## src/rtl/ready_ctl_pkg.sv

```systemverilog
// Shared types and constants for the 6502 READY / DMA arbiter.
// Holds the arbiter state encoding, counter widths and the burst counter width helper.
package ready_ctl_pkg;

  typedef enum logic [2:0] {
    IDLE,
    WAIT,
    HALT_PEND,
    DMA,
    RELEASE
  } state_e;

  localparam int CNT_W_COOL = 8;
  localparam int CNT_W_WAIT = 4;

  // Unlimited bursts (0) still need a 1-bit counter so the port stays legal.
  function automatic int burst_w(input int max_burst);
    int w;
    w = (max_burst == 0) ? 1 : $clog2(max_burst + 1);
    return (w < 1) ? 1 : w;
  endfunction

endpackage

```

## src/rtl/ready_burst_timer.sv

```systemverilog
// Burst length counter and post-release CPU cool-down counter for dma_ready_arbiter.
// burst_last flags the final permitted DMA cycle; cool_zero gates new DMA requests.
module ready_burst_timer
  import ready_ctl_pkg::*;
#(
  parameter int MAX_BURST      = 16,
  parameter int MIN_CPU_CYCLES = 4
) (
  input  logic clk,
  input  logic reset,
  input  logic burst_clr,
  input  logic burst_inc,
  input  logic cool_load,
  input  logic cool_dec,
  output logic burst_last,
  output logic cool_zero
);

  localparam int BURST_W = burst_w(MAX_BURST);
  localparam logic [BURST_W-1:0] BURST_END = BURST_W'((MAX_BURST == 0) ? 0 : MAX_BURST - 1);
  localparam logic [CNT_W_COOL-1:0] COOL_LOAD = CNT_W_COOL'(MIN_CPU_CYCLES);

  logic [BURST_W-1:0]    burst_cnt_q, burst_cnt_d;
  logic [CNT_W_COOL-1:0] cool_cnt_q, cool_cnt_d;

  // An unlimited burst never advances the counter, so it cannot wrap.
  always_comb begin
    burst_cnt_d = burst_cnt_q;
    if (burst_clr) begin
      burst_cnt_d = '0;
    end else if (burst_inc && (MAX_BURST != 0)) begin
      burst_cnt_d = burst_cnt_q + BURST_W'(1);
    end
  end

  always_comb begin
    cool_cnt_d = cool_cnt_q;
    if (cool_load) begin
      cool_cnt_d = COOL_LOAD;
    end else if (cool_dec && (cool_cnt_q != '0)) begin
      cool_cnt_d = cool_cnt_q - CNT_W_COOL'(1);
    end
  end

  always_ff @(posedge clk) begin
    if (reset) begin
      burst_cnt_q <= '0;
      cool_cnt_q  <= '0;
    end else begin
      burst_cnt_q <= burst_cnt_d;
      cool_cnt_q  <= cool_cnt_d;
    end
  end

  assign burst_last = (MAX_BURST != 0) && (burst_cnt_q == BURST_END);
  assign cool_zero  = (cool_cnt_q == '0);

endmodule

```

## src/rtl/dma_ready_arbiter.sv

```systemverilog
// Shares the 6502 bus with one DMA master by owning READY; grants only after the core halts.
// Optional slow-device wait states are built when WAIT_STATE_EN is defined.
module dma_ready_arbiter
  import ready_ctl_pkg::*;
#(
  parameter int MAX_BURST      = 16,
  parameter int MIN_CPU_CYCLES = 4,
  parameter int WAIT_STATES    = 1
) (
  input  logic clk_2,
  input  logic reset,
  input  logic rw_n,
  input  logic slow_next,
  input  logic dma_req,
  output logic READY,
  output logic dma_grant,
  output logic cpu_halted
);

  state_e state_q, state_d;
  logic   ready_q, ready_d;
  logic   dma_grant_q, dma_grant_d;
  logic   cpu_halted_q, cpu_halted_d;
  logic   burst_clr, burst_inc, cool_load, cool_dec;
  logic   burst_last, cool_zero;

`ifdef WAIT_STATE_EN
  localparam logic [CNT_W_WAIT-1:0] WAIT_LOAD = CNT_W_WAIT'(WAIT_STATES - 1);
  logic [CNT_W_WAIT-1:0] wait_cnt_q, wait_cnt_d;
`else
  logic [CNT_W_WAIT:0] unused_cfg;
  assign unused_cfg = {slow_next, CNT_W_WAIT'(WAIT_STATES)};
`endif

  ready_burst_timer #(
    .MAX_BURST      (MAX_BURST),
    .MIN_CPU_CYCLES (MIN_CPU_CYCLES)
  ) u_timer (
    .clk        (clk_2),
    .reset      (reset),
    .burst_clr  (burst_clr),
    .burst_inc  (burst_inc),
    .cool_load  (cool_load),
    .cool_dec   (cool_dec),
    .burst_last (burst_last),
    .cool_zero  (cool_zero)
  );

  always_comb begin
    state_d      = state_q;
    ready_d      = ready_q;
    dma_grant_d  = dma_grant_q;
    cpu_halted_d = cpu_halted_q;
    burst_clr    = 1'b0;
    burst_inc    = 1'b0;
    cool_load    = 1'b0;
    cool_dec     = 1'b0;
`ifdef WAIT_STATE_EN
    wait_cnt_d   = wait_cnt_q;
`endif
    case (state_q)
      IDLE: begin
        cool_dec = 1'b1;
        if (dma_req && cool_zero) begin
          state_d = HALT_PEND;
          ready_d = 1'b0;
`ifdef WAIT_STATE_EN
        end else if (slow_next) begin
          state_d    = WAIT;
          ready_d    = 1'b0;
          wait_cnt_d = WAIT_LOAD;
`endif
        end
      end
`ifdef WAIT_STATE_EN
      WAIT: begin
        cool_dec = 1'b1;
        if (wait_cnt_q == '0) begin
          state_d = IDLE;
          ready_d = 1'b1;
        end else begin
          wait_cnt_d = wait_cnt_q - CNT_W_WAIT'(1);
        end
      end
`endif
      // Writes are not stalled by the core, so keep waiting until a read cycle is seen.
      HALT_PEND: begin
        if (!dma_req) begin
          state_d = IDLE;
          ready_d = 1'b1;
        end else if (rw_n) begin
          state_d      = DMA;
          dma_grant_d  = 1'b1;
          cpu_halted_d = 1'b1;
          burst_clr    = 1'b1;
        end
      end
      DMA: begin
        burst_inc = 1'b1;
        if (!dma_req || burst_last) begin
          state_d     = RELEASE;
          dma_grant_d = 1'b0;
        end
      end
      RELEASE: begin
        state_d      = IDLE;
        ready_d      = 1'b1;
        cpu_halted_d = 1'b0;
        cool_load    = 1'b1;
      end
      default: begin
        state_d      = IDLE;
        ready_d      = 1'b1;
        dma_grant_d  = 1'b0;
        cpu_halted_d = 1'b0;
      end
    endcase
  end

  always_ff @(posedge clk_2) begin
    if (reset) begin
      state_q      <= IDLE;
      ready_q      <= 1'b1;
      dma_grant_q  <= 1'b0;
      cpu_halted_q <= 1'b0;
    end else begin
      state_q      <= state_d;
      ready_q      <= ready_d;
      dma_grant_q  <= dma_grant_d;
      cpu_halted_q <= cpu_halted_d;
    end
  end

`ifdef WAIT_STATE_EN
  always_ff @(posedge clk_2) begin
    if (reset) begin
      wait_cnt_q <= '0;
    end else begin
      wait_cnt_q <= wait_cnt_d;
    end
  end
`endif

  assign READY      = ready_q;
  assign dma_grant  = dma_grant_q;
  assign cpu_halted = cpu_halted_q;

endmodule

```

## config.mk

```make
export PLATFORM = sky130hd
export DESIGN_NAME = dma_ready_arbiter
export DESIGN_NICKNAME = d
export VERILOG_FILES = /design/src/rtl/ready_ctl_pkg.sv /design/src/rtl/ready_burst_timer.sv /design/src/rtl/dma_ready_arbiter.sv
export SDC_FILE = /design/constraint.sdc
export NUM_CORES = 1
export LEC_CHECK = 0
export CORE_AREA = 4 4 48 55
export DETAILED_ROUTE_END_ITERATION = 12
export DIE_AREA = 0 0 52 59
export HOLD_SLACK_MARGIN = 0.03
export PLACE_DENSITY = 0.71
export REMOVE_ABC_BUFFERS = 1
export SKIP_CTS_REPAIR_TIMING = 1
export SLEW_MARGIN = 10
export SYNTH_ARGS = -nofsm -noshare
export SYNTH_HDL_FRONTEND = slang
export SYNTH_SLANG_ARGS = --single-unit
```

## constraint.sdc

```tcl
create_clock -name clk_2 -period 1.6 [get_ports clk_2]
set_clock_uncertainty 0.15 [all_clocks]
set_input_delay 0.32 -clock clk_2 [delete_from_list [all_inputs] [get_ports clk_2]]
set_output_delay 0.32 -clock clk_2 [all_outputs]
set_load 0.05 [all_outputs]
```

==> summary.md <==
| Metric | Value |
|---|---|
| Register area share after synthesis | 0.376 |
| Crit path DAT | 1.91 ns |
| Diode count | 0 |
| Main combinational cell family by area after synthesis | simple AND/OR/NAND/NOR gates |
| Routability Congestion | 0.849 |
| Status | finished with violations |
| Maximum clock path buffer count | 2 |
| Slew HR | 0.725 |
| Global-route wire length before repair | 4100 um |
| Hold Path Origin | u_timer.burst_cnt_q[4]$_SDFFE_PP0P_ |
| Number of remaining DRC errors | 0 |
| Synth Area in Adders | 0.0495 |
| Actual slew at the worst max-slew pin | 0.412 ns |
| Core area | 2140 um^2 |
| Hpwl dp | 1820 um |
| CTS buffer count | 3 |
| Post-Synth Simple-Gate Area | 0.295 |
| Post-synthesis compound-gate area fraction | 0.184 |
| Xor and xnor fraction of the mapped netlist area | 0.0173 |
| FMAX | 553 MHz |
| Vias in the first global route | 935 |
| ANT nets after route | 0 |
| Drt total wl | 2710 um |
| Site Rows | 18 |
| Pre-antenna DRT Iters | 4 |
| Htree depth | 1 |
| Slew Viols, Final | 0 |
| MaxCap Viol Count | 0 |
| Yosys cell types | 41 |
| RSZ-0062 raised after global routing | true |
| Hold Crit Class | reg -> reg |
| Mux contribution to synthesized area | 0.0396 |
| RR Startpoint | u_timer.cool_cnt_q[3]$_SDFFE_PP0P_ |
| Final Cycle Share | 1.13 |
| Number of endpoints failing setup at the final stage | 6 |
| Worst setup margin | -0.208 ns |
| Worst-skew pair later-pin latency | 0.30 ns |
| Initial core utilization | 0.473 |
| Die width | 52 um |
| Reg-to-Reg End | u_timer.cool_cnt_q[5]$_SDFFE_PP0P_ |
| Clk root buf | clkbuf_4 |
| Die H | 59 um |
| Pwr Density | 1630 nW/um^2 |
| All-Layer GR Usage | 0.176 |
| Global route overflow | 0 |
| Syn-to-layout area delta | 52.2% |
| Post-synth ARST share | 0 |
| Via/cell ratio | 5.56 |
| Clock transition at the registers of the reported paths | 0.11 ns |
| Max FO, Critical Path | 4 |
| Crit Path Class | reg -> reg |
| Fin nets | 158 |
| PortBufs | 6 |
| Largest net degree at the start of global routing | 14 |
| Wire length per cell | 15.2 um |
| Final hold violations | 0 |
| Layout cells sized above 1 | 0.493 |
| #FFs+latches synth | 19 |
| Hold WS | 0.343 ns |
| Prevailing post-synth register cell | dfxtp_1 |
| CTS tree | done |
| Hold Crit Endpoint | u_timer.burst_cnt_q[4]$_SDFFE_PP0P_ |
| DRT iter0 DRCs | 29 |
| Failing checks | setup timing |
| Worst reg-to-reg path cell count | 4 |
| # clock sinks | 19 |
| Initial antenna violation count | 0 |
| Reg2Reg Setup Slack | -0.21 ns |
| Min cycle time layout | 1.81 ns |
| Post-Syn Area | 1010 um^2 |
| Yosys warnings | 0 |
| Post-route cell area | 1540 um^2 |
| Die area | 3070 um^2 |
| Post-synth EDFFs | 0 |
| Total number of vias | 990 |
| Hold depth | 2 |
| Critical path endpoint category | register |
| Syn Area/Cell | 8.79 um^2 |
| P_leak | 0.593 nW |
| IO Pins | 8 |
| Synth Instances | 115 |
| Worst endpoint required time | 1.70 ns |
| Placed instance area | 1310 um^2 |
| Peak supply drop | 0.836 mV |
| Critical path startpoint category | register |
==> per-layer routing <==
| metal | up-vias | share of wire | global-route usage |
|---|---|---|---|
| li1 | 502 | - | - |
| met1 | 471 | 0.42 | 0.224 |
| met2 | 12 | 0.55 | 0.293 |
| met3 | 5 | 0.016 | 0.0227 |
| met4 | 0 | 0.014 | 0.0787 |
| met5 | - | 0 | 0 |
==> power breakdown <==
group          total [mW]  switching (mW)  internal [mW]
clock               0.249           0.156         0.0933
combinational        1.55           0.719          0.830
sequential          0.706           0.118          0.588
total                2.50           0.992           1.51
==> registers in the layout, summed over array words and instances, names as in the netlist <==
signal               flops
dma_grant                1
u_timer.cool_cnt_q       8
state_q                  3
u_timer.burst_cnt_q      5
READY                    1
cpu_halted               1
==> worst max-delay path, stage by stage (launching register included) <==
cell and delay, ns:
dfxtp_1 0.35, buf_4 0.15, or4_1 0.55, or4_4 0.44, a21oi_2 0.12
==> cell type report <==
| class | count | area, um^2 |
|---|---|---|
| multi-input cells | 86 | 748 |
| clock inverters | 1 | 5.00 |
| inverters | 5 | 18.8 |
| clock buffers | 3 | 22.5 |
| well taps | 30 | 37.5 |
| repair buffers | 34 | 319 |
| fillers | 151 | 601 |
| flip-flops and latches | 19 | 388 |
==> Yosys cell counts, types with 2 or more instances <==
| cell | number | area share |
|---|---|---|
| a21oi_1 | 8 | 0.040 |
| clkbuf_1 | 4 | 0.015 |
| dfxtp_1 | 19 | 0.38 |
| ha_1 | 4 | 0.050 |
| inv_1 | 4 | 0.015 |
| mux2i_1 | 4 | 0.040 |
| nand2_1 | 6 | 0.022 |
| nand2b_1 | 6 | 0.037 |
| nand3_1 | 7 | 0.035 |
| nand3b_1 | 4 | 0.030 |
| nand4b_1 | 2 | 0.017 |
| nor2_1 | 5 | 0.019 |
| nor3_1 | 3 | 0.015 |
| o21ai_0 | 5 | 0.025 |
| or2_2 | 3 | 0.019 |
| or3_1 | 2 | 0.012 |
| or4_1 | 3 | 0.022 |
| or4_4 | 2 | 0.022 |
| xor2_1 | 2 | 0.017 |
==> worst max path at each step <==
stage	cells after the start	to	from
2_1_floorplan	5	u_timer.cool_cnt_q[6]$_SDFFE_PP0P_	u_timer.cool_cnt_q[0]$_SDFFE_PP0P_
3_3_place_gp	5	READY$_SDFFE_PP1P_	u_timer.cool_cnt_q[0]$_SDFFE_PP0P_
3_5_place_dp	5	READY$_SDFFE_PP1P_	u_timer.cool_cnt_q[0]$_SDFFE_PP0P_
4_1_cts	5	state_q[0]$_SDFFE_PP0P_	u_timer.burst_cnt_q[0]$_SDFFE_PP0P_
5_1_grt	5	u_timer.cool_cnt_q[6]$_SDFFE_PP0P_	u_timer.cool_cnt_q[0]$_SDFFE_PP0P_
6_report	4	u_timer.cool_cnt_q[5]$_SDFFE_PP0P_	u_timer.cool_cnt_q[3]$_SDFFE_PP0P_
==> cells in the final DEF, fill, tap and decap left out, drive strengths merged, types with 2 or more instances in the layout <==
master         count
nand3b             4
a2111oi            2
or2                3
dfxtp             19
mux2i              4
ha                 4
buf               31
a21oi              9
o21ai              5
clkinv             2
nand4b             2
or3                2
nor3               3
nor2               5
clkbuf             3
xor2               2
clkdlybuf4s50      3
nand2b             6
inv                4
or4                5
nand3              7
nand2              6
==> kinds of logic after synthesis <==
logic type | Yosys count
buffers and inverters | 10
multiplexers | 4
flip-flops | 19
adder cells (fa/ha/maj) | 4
AO/OA/AOI/OAI | 27
XOR/XNOR | 2
AND/OR/NAND/NOR | 49
==> metrics by stage <==
| step | instances | setup TNS, ns | power, mW | setup slack (ns) | util |
|---|---|---|---|---|---|
| 6_report | 178 | -0.830 | 2.50 | -0.208 | 0.719 |
| 5_1_grt | 178 | -1.36 | 2.67 | -0.253 | 0.719 |
| 4_1_cts | 175 | -2.79 | 2.14 | -0.315 | 0.623 |
| 3_5_place_dp | 171 | -2.75 | 1.89 | -0.291 | 0.611 |
| 3_3_place_gp | 171 | -2.22 | 1.84 | -0.252 | 0.611 |
| 2_1_floorplan | 110 | -0.885 | 1.36 | -0.207 | - |
(Power assumes the default switching activity.)
